--- src/rtl/control_sequencer.sv ---
// control_sequencer
//   Multi-cycle control unit for the processor datapath. Accepts one 9-bit
//   instruction per valid/ready handshake and sequences the bus-mux select
//   (ctrlVar) plus the register-load, ALU-op and register-write strobes.
//
//   Ports:
//     clk          clock, all state changes on the rising edge
//     rst          synchronous active-high reset
//     instr_valid  instruction present on instr
//     instr_ready  sequencer can accept an instruction (IDLE only)
//     instr[8:0]   [8:6] opcode, [5:3] rx, [2:0] ry
//     ctrlVar[3:0] bus mux select (0..7 = R0..R7, SEL_G, SEL_DIN, SEL_IDLE)
//     ld_a         latch bus into ALU operand A
//     ld_g         latch ALU(A, bus) into G
//     alu_op[1:0]  00 add, 01 sub, 10 and
//     wr_en        write bus into register wr_addr
//     wr_addr[2:0] destination register index
//     done         one-cycle pulse in the final cycle of each instruction
//     illegal      sticky illegal-opcode flag (trap build only, else 0)
//
//   Build option:
//     SEQ_ILLEGAL_TRAP_EN  defined: illegal opcodes halt the sequencer until
//                          rst. Undefined: illegal opcodes execute as a NOP.
module control_sequencer #(
  parameter int unsigned NUM_REGS = 8,
  parameter logic [3:0]  SEL_G    = 4'd8,
  parameter logic [3:0]  SEL_DIN  = 4'd9,
  parameter logic [3:0]  SEL_IDLE = 4'hF
) (
  input  logic       clk,
  input  logic       rst,
  input  logic       instr_valid,
  output logic       instr_ready,
  input  logic [8:0] instr,
  output logic [3:0] ctrlVar,
  output logic       ld_a,
  output logic       ld_g,
  output logic [1:0] alu_op,
  output logic       wr_en,
  output logic [2:0] wr_addr,
  output logic       done,
  output logic       illegal
);

  localparam int unsigned RW = $clog2(NUM_REGS);

  typedef enum logic [2:0] {
    OP_MV  = 3'b000,
    OP_MVI = 3'b001,
    OP_ADD = 3'b010,
    OP_SUB = 3'b011,
    OP_AND = 3'b100
  } opcode_t;

`ifdef SEQ_ILLEGAL_TRAP_EN
  typedef enum logic [2:0] {
    S_IDLE = 3'd0,
    S_T1   = 3'd1,
    S_T2   = 3'd2,
    S_T3   = 3'd3,
    S_HALT = 3'd4
  } state_t;
`else
  typedef enum logic [1:0] {
    S_IDLE = 2'd0,
    S_T1   = 2'd1,
    S_T2   = 2'd2,
    S_T3   = 2'd3
  } state_t;
`endif

  state_t          state, state_nx;
  logic [8:0]      ir;
  logic [2:0]      op;
  logic [RW-1:0]   rx, ry;
  logic            illegal_c;

  assign op = ir[8:6];
  assign rx = ir[5:3];
  assign ry = ir[2:0];

  always_ff @(posedge clk) begin
    if (rst) begin
      state <= S_IDLE;
      ir    <= '0;
    end else begin
      state <= state_nx;
      if (state == S_IDLE && instr_valid)
        ir <= instr;
    end
  end

  always_comb begin
    state_nx    = state;
    instr_ready = 1'b0;
    ctrlVar     = SEL_IDLE;
    ld_a        = 1'b0;
    ld_g        = 1'b0;
    alu_op      = 2'b00;
    wr_en       = 1'b0;
    wr_addr     = '0;
    done        = 1'b0;
    illegal_c   = 1'b0;

    case (state)
      S_IDLE: begin
        instr_ready = 1'b1;
        if (instr_valid)
          state_nx = S_T1;
      end

      S_T1: begin
        case (op)
          OP_MV: begin
            ctrlVar  = 4'(ry);
            wr_en    = 1'b1;
            wr_addr  = rx;
            done     = 1'b1;
            state_nx = S_IDLE;
          end
          OP_MVI: begin
            ctrlVar  = SEL_DIN;
            wr_en    = 1'b1;
            wr_addr  = rx;
            done     = 1'b1;
            state_nx = S_IDLE;
          end
          OP_ADD, OP_SUB, OP_AND: begin
            ctrlVar  = 4'(rx);
            ld_a     = 1'b1;
            state_nx = S_T2;
          end
          default: begin
`ifdef SEQ_ILLEGAL_TRAP_EN
            state_nx = S_HALT;
`else
            done     = 1'b1;
            state_nx = S_IDLE;
`endif
          end
        endcase
      end

      S_T2: begin
        ctrlVar  = 4'(ry);
        ld_g     = 1'b1;
        case (op)
          OP_SUB:  alu_op = 2'b01;
          OP_AND:  alu_op = 2'b10;
          default: alu_op = 2'b00;
        endcase
        state_nx = S_T3;
      end

      S_T3: begin
        ctrlVar  = SEL_G;
        wr_en    = 1'b1;
        wr_addr  = rx;
        done     = 1'b1;
        state_nx = S_IDLE;
      end

`ifdef SEQ_ILLEGAL_TRAP_EN
      // Sticky: HALT is left only through rst.
      S_HALT: begin
        illegal_c = 1'b1;
        state_nx  = S_HALT;
      end
`endif

      default: state_nx = S_IDLE;
    endcase
  end

  assign illegal = illegal_c;

endmodule

--- config.mk ---
export PLATFORM = sky130hd
export DESIGN_NAME = control_sequencer
export DESIGN_NICKNAME = d
export VERILOG_FILES = /design/src/rtl/control_sequencer.sv
export SDC_FILE = /design/constraint.sdc
export NUM_CORES = 1
export LEC_CHECK = 0
export ABC_AREA = 1
export CAP_MARGIN = 5
export CORE_UTILIZATION = 35
export DETAILED_ROUTE_END_ITERATION = 10
export PLACE_DENSITY = 0.72
export SLEW_MARGIN = 20
export SYNTH_ARGS = -nofsm -noshare
export SYNTH_HDL_FRONTEND = slang
export SYNTH_SLANG_ARGS = --single-unit
--- constraint.sdc ---
create_clock -name clk -period 0.9 [get_ports clk]
set_clock_uncertainty 0.1 [all_clocks]
set_input_delay 0.09 -clock clk [delete_from_list [all_inputs] [get_ports clk]]
set_output_delay 0.09 -clock clk [all_outputs]
set_load 0.005 [all_outputs]
# After elaboration in Yosys (flattened, before gate mapping)
# Index checks and enable logic that the tools add are counted.
# classes
n_eq_ne,8
reduce_logical,5
mux,17
# ops
op,n
$pmux 4 s3,2
$pmux 2 s4,1
$eq 3x2->1 const B,2
$mux 1,6
$mux 2,3
$pmux 3 s2,1
$eq 2x2->1 const B,2
$pmux 1 s2,2
$pmux 2 s2,1
$eq 3x1->1 const B,1
$eq 3x3->1 const B,1
$logic_not 3->1,1
$mux 3,1
$reduce_or 3->1,1
$eq 2x1->1 const B,1
$logic_not 2->1,1
$ne 2x2->1 const B,1
$reduce_or 2->1,1
$logic_and 1x1->1,1
# word_totals
out_inout_bits,15
word_cells,32
register_bits,11

# Depth between registers and ports, before layout
# Gate-level depths: netlist of run 1.
# logic_depth
depth_word,4
ltp_mapped,6

# Least setup slack after synthesis of run 1
# OpenSTA, ideal clock, no wires.
# synth_path
kind,register to register
start,register state[0]
end,register ir[0]
setup_slack_ns,-0.129
synth_period_minus_slack_ns,1.029
stages_incl_launch_ff,6
arrival_ns,0.797
cell_sequence,dfxtp_1 > nor2_4 > nand2_4 > clkinv_2 > nand2_1 > a21oi_1
# synth_via
elab_chain_cells,2
# synth_rtl
item,line,rtl
from (decl),72,"state_t state, state_nx;"
from (signal assigned),87,state <= state_nx;
$logic_not 2->1,88,if (state == S_IDLE && instr_valid)
$logic_and 1x1->1,88,
to (signal assigned),89,ir <= instr;
to (decl),73,logic [8:0] ir;
# Every way passes these cells.
# A chain may end at the register's enable or synchronous reset.

# Worst setup path after layout of run 1
# layout_path
start,register ir[7]
end,output ctrlVar[0]
# layout_via
elab_chain_cells,4
word_cells_on_any_way,8
cone_classes,eq/ne: 4; mux: 2; reduce/logical: 2
# layout_rtl
item,line,rtl
$eq 3x3->1 or $eq 3x2->1 (tied branches),113,case (op)
$reduce_or 3->1,113,
$pmux 4 s3 (*),113,
$pmux 4 s3 (*),105,case (state)
to (decl),35,"output logic [3:0] ctrlVar,"
# Every way passes the cells marked *; elsewhere a longest branch is shown, timed or not.

==> metrics.md, run 1 <==
| Metric | Value |
|---|---|
| Post-DRT Antenna Nets | `0` |
| PD cells | `between 1000 and 1500 nW/um2` |
| First-pass GRT wire length | `3630 um` |
| Status | `complete, but fails checks` |
| Clock transition at path regs | `about 0.080 ns` |
| Congestion Overflow GR | `0` |
| Clk_lat worst skew | `0.29 ns` |
| Routed wire per std cell | `16.7 um` |
| Setup CP Type | `reg2out` |
| Die Y-Extent | `43.1 um` |
| Syn_nets | `about 110` |
| Num CTS Buffers | `3` |
| Clock sink count | `11` |
| Top cells by count, synth | `34 x nand2_1, 11 x a21oi_1, 11 x dfxtp_1, 11 x inv_1` |
| Tot Pwr | `1.48 mW` |
| Crit path time final | `1.56 ns` |
| Area Growth Syn to Fin | `124%` |
| Cell Rows | `14` |
| Hold WC Path Type | `in2reg` |
| Synth cell types | `16` |
| Starting Density | `38.4%` |
| Met3 capacity usage during global routing | `7.66%` |
| RD Place Congestion | `0.819` |
| DRT Pass-1 Iters | `4` |
| Port Buffers | `25` |
| Die W | `43.1 um` |
| Fmax | `643 MHz` |
| Vias | `876` |
| Via-per-instance ratio | `5.37` |
| Post-cts hold buffer count | `0` |
| Sequential area share after synthesis | `37.2%` |
| GR Util met1 | `between 20 and 30%` |
| Synth Instances | `96` |
| Final core occ | `86.0%` |
| CTS tree | `built` |
| Clk buf depth | `2` |
| Clk root buf | `clkbuf_4` |
| Residual DRC | `0` |
| Slack of the critical path | `-0.655 ns` |
| Synth Flop Type | `dfxtp_1` |
| Core Box Area | `1540 um2` |
| Largest net degree at the start of global routing | `12` |
| Busiest grt layer | `met2` |
| Share of cells above drive strength 1 | `between 60% and 70%` |
| Yosys reg bits | `11` |
| Htree depth | `1` |
| Worst path required time | `0.71 ns` |
| Leak Pwr | `approximately 0.62 nW` |
| Worst setup EP type | `output pin` |
| Post-DP HPWL | `1180 um` |
| 1st-iter DRT viols | `20` |
| Startpoint types | `flop` |
| Count leader, synth | `nand2_1` |
| Final net count | `160` |
| Avg Inst Size Synth | `6.16 um2` |
| Max Cap Viol | `0` |
| Hold Violations, Final | `0` |
| Die ar. | `1860 um2` |
| All-Layer GR Usage | `a little over a quarter` |
| Synth area leader | `dfxtp_1` |
| Ranking of synthesized cells by area | `dfxtp_1 37%, nand2_1 22%, a21oi_1 9.3%` |
| Setup violators final | `25` |
| Total wire length | `2730 um` |
| N_diodes | `0` |
| Number of synthesized flops with an enable pin | `0` |
| Ys async rst share | `0%` |
| Worst EP arrival | `1.37 ns` |
| Post-DP Area | `941 um2` |
| Design area | `1330 um2` |
| Final period utilization | `173%` |
| RSZ-0062 raised after global routing | `yes` |
| Peak supply drop | `between 1 and 1.5 mV` |
| Worst Path Max Fanout | `4` |
| Met2 Use GR | `46.3%` |
| Failing checks | `negative setup slack` |
| Final Max Slew Viols | `0` |
| Yosys top cell area share | `37.2%` |
| Mapped Area | `592 um2` |
| Vias in the first global route | `a little over 800` |
| Synth Warn # | `0` |
| I/O pins | `27` |
| Initial antenna violation count | `0` |
[cells in the final DEF (no fill, tap or decap)]
master / instances
nand2_1: 16
nand2_4: 14
buf_2: 13
buf_6: 13
a21oi_2: 11
clkdlybuf4s50_1: 11
buf_4: 9
inv_4: 6
dfxtp_1: 6
nand2_2: 5
inv_1: 5
dfxtp_4: 5
nor2_4: 4
nor2_1: 4
nand3_2: 4
nand3_1: 3
o21ai_0: 3
clkbuf_4: 3
nor3_2: 2
inv_2: 1
nand2_8: 1
o21ai_4: 1
o21ai_2: 1
inv_8: 1
nor3_1: 1
conb_1: 1
clkinv_2: 1
clkinv_4: 1
buf_12: 1
[cell families (layout without fill, tap and decap cells)]
logic type	count (synthesis)	after routing	share of synthesized area [%]
other cells	1	1	0.634
simple gates	53	54	38.3
compound gates	16	16	13.5
flops	11	11	37.2
buf+inv	15	65	10.4
[routing by layer]
| metal | share of wire [%] | vias to the layer above |
|---|---|---|
| met1 | 38 | 423 |
| li1 | - | 403 |
| met3 | 5.0 | 6 |
| met5 | 0 | - |
| met2 | 54 | 44 |
| met4 | 2.1 | 0 |
[worst paths after layout]
path              slack (ns)      from         end  cells past startpoint
setup / recovery       -0.66     ir[7]  ctrlVar[0]                      7
hold / removal          0.28  instr[3]       ir[3]                      3
setup reg to reg       -0.34      flop       ir[6]                      6
hold reg to reg         0.40     ir[4]       ir[4]                      2
[state kept, by name, summed over array words and instances (netlist names), named ones only]
register and flops:
ir 9, state 1
[where the power goes]
part	total [mW]	switching, mW	internal (mW)
combinational	0.560	0.292	0.268
clock	0.365	0.199	0.165
sequential	0.556	0.0444	0.512
[worst max-delay path, cell delays in order (launching register included)]
cell     delay (ns)
dfxtp_4        0.38
buf_6          0.12
nor2_4         0.14
nand3_2        0.09
nand2_1        0.09
nand2_1        0.07
nand3_1        0.08
buf_2          0.12
[per-stage QoR]
stage / hold WS (ns) / setup WS [ns] / cells / setup TNS [ns]
3_5_place_dp: 0.372 / -0.564 / 142 / -9.73
3_3_place_gp: 0.366 / -0.538 / 142 / -9.43
6_report: 0.280 / -0.655 / 163 / -10.15
2_1_floorplan: 0.0571 / -0.0540 / 96 / -0.524
5_1_grt: 0.309 / -0.690 / 163 / -11.22
4_1_cts: 0.247 / -0.543 / 159 / -9.71
[cell type report]
cell class | count | area [um2]
Clock buffer | 3 | 22.5
Fill cell | 84 | 216
Clock inverter | 1 | 5.00
Timing Repair inverter | 1 | 8.76
Sequential cell | 11 | 239
Multi-Input combinational cell | 71 | 549
Inverter | 13 | 71.3
Tap cell | 16 | 20.0
Timing Repair Buffer | 47 | 409
[what timing repair did]
action / in CTS / in global routing
pin swaps: 13 / 22
gates resized for setup: 93 / 47
endpoints found under the setup margin: 24 / 25
setup buffers: 12 / 5
gates cloned: 2 / 0
hold endpoints to repair: 0 / 0
No activity file was read; power rests on OpenSTA's default activity.
==> run 2, diff against run 1 <==
--- a/config.mk
+++ b/config.mk
@@ -8,6 +8,7 @@
 export ABC_AREA = 1
 export CAP_MARGIN = 5
 export CORE_UTILIZATION = 35
+export CTS_CLUSTER_DIAMETER = 150
 export DETAILED_ROUTE_END_ITERATION = 10
 export PLACE_DENSITY = 0.72
 export SLEW_MARGIN = 20
==> results of run 2 <==
The final DEF is identical to that of run 1; final timing and power are the same.
